**src/rtl/crypto_reg_slave.sv**
```systemverilog
// Register slave for a crypto accelerator: NUM_REGS R/W words plus one read-only status word.
// Byte-strobe writes are enabled by defining CRYPTO_REG_SLAVE_STRB_EN; otherwise full words are written.
module crypto_reg_slave #(
  parameter int NUM_REGS   = 16,
  parameter int ADDR_WIDTH = 16
) (
  input  logic                     clk_i,
  input  logic                     rst_ni,
  input  logic [ADDR_WIDTH-1:0]    awaddr_i,
  input  logic                     awvalid_i,
  output logic                     awready_o,
  input  logic [31:0]              wdata_i,
  input  logic [3:0]               wstrb_i,
  input  logic                     wvalid_i,
  output logic                     wready_o,
  output logic [1:0]               bresp_o,
  output logic                     bvalid_o,
  input  logic                     bready_i,
  input  logic [ADDR_WIDTH-1:0]    araddr_i,
  input  logic                     arvalid_i,
  output logic                     arready_o,
  output logic [31:0]              rdata_o,
  output logic [1:0]               rresp_o,
  output logic                     rvalid_o,
  input  logic                     rready_i,
  input  logic [31:0]              status_i,
  output logic [NUM_REGS*32-1:0]   reg_o,
  output logic [NUM_REGS-1:0]      reg_wr_o
);
  localparam int IW = ADDR_WIDTH - 2;
  localparam logic [IW-1:0] STATUS_IDX = IW'(NUM_REGS);

  logic [31:0]   r_regs [NUM_REGS];
  logic          r_aw_held, r_w_held;
  logic [IW-1:0] r_aw_idx;
  logic [31:0]   r_wdata;
  logic [31:0]   w_wmask;
  logic          w_aw_hs, w_w_hs, w_ar_hs, w_commit, w_wr_legal;
  logic [IW-1:0] w_ar_idx;
  logic [31:0]   w_rd_data;
  logic [1:0]    w_rd_resp;
  logic          w_unused;

  assign awready_o  = !r_aw_held && !bvalid_o;
  assign wready_o   = !r_w_held && !bvalid_o;
  assign arready_o  = !rvalid_o;
  assign w_aw_hs    = awvalid_i && awready_o;
  assign w_w_hs     = wvalid_i && wready_o;
  assign w_ar_hs    = arvalid_i && arready_o;
  assign w_commit   = r_aw_held && r_w_held;
  assign w_wr_legal = r_aw_idx < STATUS_IDX;
  assign w_ar_idx   = araddr_i[ADDR_WIDTH-1:2];

`ifdef CRYPTO_REG_SLAVE_STRB_EN
  logic [3:0] r_wstrb;
  always_ff @(posedge clk_i or negedge rst_ni) begin
    if (!rst_ni)     r_wstrb <= '0;
    else if (w_w_hs) r_wstrb <= wstrb_i;
  end
  assign w_wmask  = {{8{r_wstrb[3]}}, {8{r_wstrb[2]}}, {8{r_wstrb[1]}}, {8{r_wstrb[0]}}};
  assign w_unused = ^{awaddr_i[1:0], araddr_i[1:0]};
`else
  assign w_wmask  = '1;
  assign w_unused = ^{awaddr_i[1:0], araddr_i[1:0], wstrb_i};
`endif

  always_ff @(posedge clk_i or negedge rst_ni) begin
    if (!rst_ni) begin
      for (int k = 0; k < NUM_REGS; k++) r_regs[k] <= '0;
      reg_wr_o <= '0;
    end else begin
      reg_wr_o <= '0;
      if (w_commit) begin
        for (int k = 0; k < NUM_REGS; k++) begin
          if (r_aw_idx == IW'(k)) begin
            r_regs[k]   <= (r_regs[k] & ~w_wmask) | (r_wdata & w_wmask);
            reg_wr_o[k] <= 1'b1;
          end
        end
      end
    end
  end

  // Read mux samples pre-commit contents, so a same-cycle write is not visible.
  always_comb begin
    w_rd_data = '0;
    w_rd_resp = 2'b10;
    for (int k = 0; k < NUM_REGS; k++) begin
      if (w_ar_idx == IW'(k)) begin
        w_rd_data = r_regs[k];
        w_rd_resp = 2'b00;
      end
    end
    if (w_ar_idx == STATUS_IDX) begin
      w_rd_data = status_i;
      w_rd_resp = 2'b00;
    end
  end

  always_ff @(posedge clk_i or negedge rst_ni) begin
    if (!rst_ni) begin
      r_aw_held <= 1'b0;
      r_w_held  <= 1'b0;
      r_aw_idx  <= '0;
      r_wdata   <= '0;
      bvalid_o  <= 1'b0;
      bresp_o   <= 2'b00;
      rvalid_o  <= 1'b0;
      rdata_o   <= '0;
      rresp_o   <= 2'b00;
    end else begin
      if (w_aw_hs) begin
        r_aw_held <= 1'b1;
        r_aw_idx  <= awaddr_i[ADDR_WIDTH-1:2];
      end
      if (w_w_hs) begin
        r_w_held <= 1'b1;
        r_wdata  <= wdata_i;
      end
      if (w_commit) begin
        r_aw_held <= 1'b0;
        r_w_held  <= 1'b0;
        bvalid_o  <= 1'b1;
        bresp_o   <= w_wr_legal ? 2'b00 : 2'b10;
      end else if (bvalid_o && bready_i) begin
        bvalid_o <= 1'b0;
      end
      if (w_ar_hs) begin
        rvalid_o <= 1'b1;
        rdata_o  <= w_rd_data;
        rresp_o  <= w_rd_resp;
      end else if (rvalid_o && rready_i) begin
        rvalid_o <= 1'b0;
      end
    end
  end

  for (genvar k = 0; k < NUM_REGS; k++) begin : g_reg_o
    assign reg_o[32*k +: 32] = r_regs[k];
  end

endmodule
```
**config.mk**
```make
export PLATFORM = sky130hd
export DESIGN_NAME = crypto_reg_slave
export DESIGN_NICKNAME = d
export VERILOG_FILES = /design/src/rtl/crypto_reg_slave.sv
export SDC_FILE = /design/constraint.sdc
export NUM_CORES = 1
export LEC_CHECK = 0
export CELL_PAD_IN_SITES_DETAIL_PLACEMENT = 1
export CELL_PAD_IN_SITES_GLOBAL_PLACEMENT = 2
export CORE_ASPECT_RATIO = 0.9
export CORE_MARGIN = 5
export CORE_UTILIZATION = 30
export DETAILED_ROUTE_END_ITERATION = 7
export PLACE_DENSITY = 0.87
export SYNTH_ARGS = -nofsm -noshare
export SYNTH_HDL_FRONTEND = slang
export SYNTH_SLANG_ARGS = --single-unit
```
**constraint.sdc**
```tcl
create_clock -name clk_i -period 2.4 [get_ports clk_i]
set_clock_uncertainty 0.05 [all_clocks]
set_input_delay 0.48 -clock clk_i [delete_from_list [all_inputs] [get_ports clk_i]]
set_output_delay 0.48 -clock clk_i [all_outputs]
set_load 0.03 [all_outputs]
```
==> reports/metrics.csv <==
stage;metric;value;unit
critical_path;path_max_fanout;6;
critical_path;worstPathArrival;3.06;ns
flow_run;maxCapViolations;0;
floorplanning;die_h;296;um
yosys;netlist_instances;2140;
clock_tree;cts_tree;yes;
status;status;finished with violations;
global_routing;grt_pass1_vias;27470;
critical_path;crit_type;flip-flop to flip-flop;
floorplanning;initial_core_util;30.4;%
clock_tree;clockBufferDepth;3;
status;violations;setup timing;
yosys;synth-main-ff-cell;dfrtp_1;
yosys;synth-edff-count;0;
yosys;synth_cell_types;69;
finish;fin_util;49.7;%
critical_path;cp-end-kind;flip-flop;
clock_tree;cts_buffers;70;
route;vias;25945;
yosys;avgSynthCellArea;12.7;sq um
clock_tree;clock_latency;0.64;ns
sta;period_share;108;%
hold_path;min_path_type;input port to asynchronous set/reset pin;
route;wire_per_inst;38.2;um
sta;max_freq;384;MHz
yosys;synth_seq_area_share;56.2;%
yosys;ys_seq_elements;612;
power_and_ir_drop;worst_ir_drop_vdd;0.000458;V
critical_path;r2r_slack;-0.20;ns
global_routing;overflow;0;
finish;final_layout_size_suffix_gt1_share;40.6;%
critical_path;path_cells;nor4_2 -> buf_4 -> and3_4 -> buf_6 -> nand3b_1 -> buf_6 -> nor2_4 -> buf_8 -> clkbuf_16 -> mux2_4;
critical_path;start_kind;flip-flop;
route;initialDrtViolationCount;2870;
finish;final-instance-count-excl-fill;4366;
floorplanning;core_area;89800;sq um
yosys;yosys_warnings;0;
sta;slew_headroom;35.6;%
global_routing;grt_pass1_wl;220;mm
route;vias_per_cell;5.94;
sta;min_period;2.60;ns
critical_path;worst-endpoint-required;2.86;ns
sta;worst_slew_pin_slew;0.966;ns
global_routing;grt_use_total;31.7;%
critical_path;critPathBufInv;5;
floorplanning;die_x;328;um
clock_tree;clk_pin_slew;0.06;ns
sta;fin_ws;-0.203;ns
route;wl;167;mm
critical_path;critPathSlowestCell;dfrtp_1;
critical_path;cp_top_family;simple AND/OR/NAND/NOR gates;
route;drc;0;
sta;slew_violations;0;
critical_path;crit_top_cell;buf_6;
yosys;synthesis.area;27300;sq um
finish;nets;3252;
critical_path;cpPeakStageDelay;0.39;ns
clock_tree;cts_sinks;612;
finish;syn_to_final_growth;63.6;%
floorplanning;io_pins;676;
global_routing;antenna_found_initial;10;
route;dr.pass1.iters;5;
sta;hold_viol_final;0;
sta;rsz0062_at_grt;true;
global_routing;grt_max_degree;105;
yosys;asyncSetResetFlopFracSynth;100;%
placed_design;post-dp-hpwl;114;mm
clock_tree;cts_max_level;3;
critical_path;rr_startpoint;r_aw_idx[4];
floorplanning;dieArea;97000;sq um
power_and_ir_drop;power_leakage;0.0207;uW
clock_tree;cts_root_buffer;clkbuf_16;
critical_path;crit_start;r_aw_idx[4];
route;drtAntennaViolNets;0;
placed_design;placed_cells;4123;
floorplanning;fp-row-count;104;
sta;setup_viol;488;
placed_design;gp_congestion;0.936;
placed_design;port_buffers;665;
power_and_ir_drop;p_per_area;621;nW/um^2
[sequential cells by signal, indices dropped and copies added, names as in the netlist]
| register | flops |
|---|---|
| reg_o | 512 |
| r_wdata | 32 |
| rdata_o | 32 |
| reg_wr_o | 16 |
| r_aw_idx | 14 |
| bresp_o | 1 |
| bvalid_o | 1 |
| r_aw_held | 1 |
| r_w_held | 1 |
| rresp_o | 1 |
| rvalid_o | 1 |
[what timing repair did]
action	CTS	global route
endpoints found under the hold margin	21	0
hold buffers	1	0
setup buffers	69	31
endpoints found under the setup margin	586	590
resized for setup	340	278
pin swaps	75	79
gates cloned	20	13
[stage by stage]
step	hold slack (ns)	setup slack (ns)	power [uW]	TNS (ns)	cell area (sq um)
after floorplan	0.134	-0.412	13500	-9.75	27400
after global placement	0.340	-1.27	15600	-174.77	38300
after detailed placement	0.345	-1.29	15800	-194.53	38300
after CTS	0.265	-0.236	27500	-70.15	43200
after global routing	0.295	-0.274	28500	-84.41	44600
final	0.285	-0.203	27700	-44.68	44600
[cell usage after synthesis (4+ instances only)]
cell type / number / area, sq um
dfrtp_1: 612 / 15300
mux2_2: 563 / 6340
clkbuf_1: 157 / 589
nor2_1: 106 / 398
nand2_1: 102 / 383
o21ai_0: 96 / 480
a221oi_1: 65 / 569
a21oi_1: 63 / 315
o221ai_1: 46 / 403
nor3_1: 25 / 125
o211ai_1: 23 / 173
nor4_1: 17 / 106
a221o_1: 15 / 150
o2bb2ai_1: 15 / 131
a211oi_1: 12 / 90.1
a22oi_1: 12 / 90.1
nand2b_1: 12 / 75.1
nand3_1: 12 / 60.1
or3_1: 12 / 75.1
a222oi_1: 11 / 110
buf_2: 10 / 50.1
inv_1: 10 / 37.5
a31oi_1: 9 / 56.3
o22a_1: 9 / 78.8
a211o_1: 8 / 70.1
o22ai_1: 7 / 43.8
or2_2: 7 / 43.8
a2bb2oi_1: 6 / 52.6
a32oi_1: 6 / 52.6
nor2b_1: 6 / 37.5
o2111ai_1: 6 / 52.6
a21o_1: 5 / 37.5
a22o_1: 5 / 43.8
buf_6: 5 / 56.3
nand4_1: 5 / 31.3
a2111oi_0: 4 / 35.0
and3_1: 4 / 25.0
o221a_2: 4 / 45.0
[kinds of logic (layout without fill, tap and decap cells)]
kind of cell / count (synthesis) / after routing / synth area share (%)
mux: 565 / 565 / 23.3
other cells: 1 / 5 / 0.0138
flops: 612 / 612 / 56.2
buf+inv: 187 / 1243 / 2.80
simple gates: 328 / 328 / 5.71
compound gates: 447 / 447 / 12.0
[metal layers]
layer  vias up  global-route usage [%]  wire (um)
met3       481                    9.21      15400
met2      1669                    52.4      78600
met4         4                    13.3       8690
met5         -                       0         28
li1      10072                       -          -
met1     13719                    39.1      63900
[placed cells by master (no fill, tap or decap), types with 43 or more instances in the layout]
cell type,netlist,final
a21oi_1,63,50
a221oi_1,65,51
buf_12,0,101
buf_4,3,244
buf_6,5,61
clkbuf_16,0,84
clkdlybuf4s50_1,0,606
dfrtp_1,612,612
dlymetal6s2s_1,0,43
mux2_2,563,325
mux2_4,0,238
nand2_1,102,91
nor2_1,106,81
o21ai_0,96,74
[power breakdown]
part	switching, uW	total, uW	internal [uW]
sequential	2140	13000	10900
combinational	1620	3040	1420
clock	4650	11700	7020
total	8410	27700	19300
[path summary, 6_finish.rpt]
kind                              endpoint  cells past startpoint
worst max-delay path            reg_o[190]                     10
worst min-delay path             reg_o[98]                      2
worst max register to register  reg_o[190]                     10
worst min register to register  rresp_o[1]                      2
max in group asynchronous       r_wdata[1]                      3
min in group clk_i                rvalid_o                      2
[final cells by class]
cell class	instances	area, sq um
Timing Repair Buffer	1109	12200
Tap cell	1166	1460
Multi-Input combinational cell	1342	13100
Clock inverter	22	338
Inverter	10	37.5
Clock buffer	102	2130
Antenna cell	3	7.51
Fill cell	8928	45200
Sequential cell	612	15300
Power figures use the tool's default switching activity.
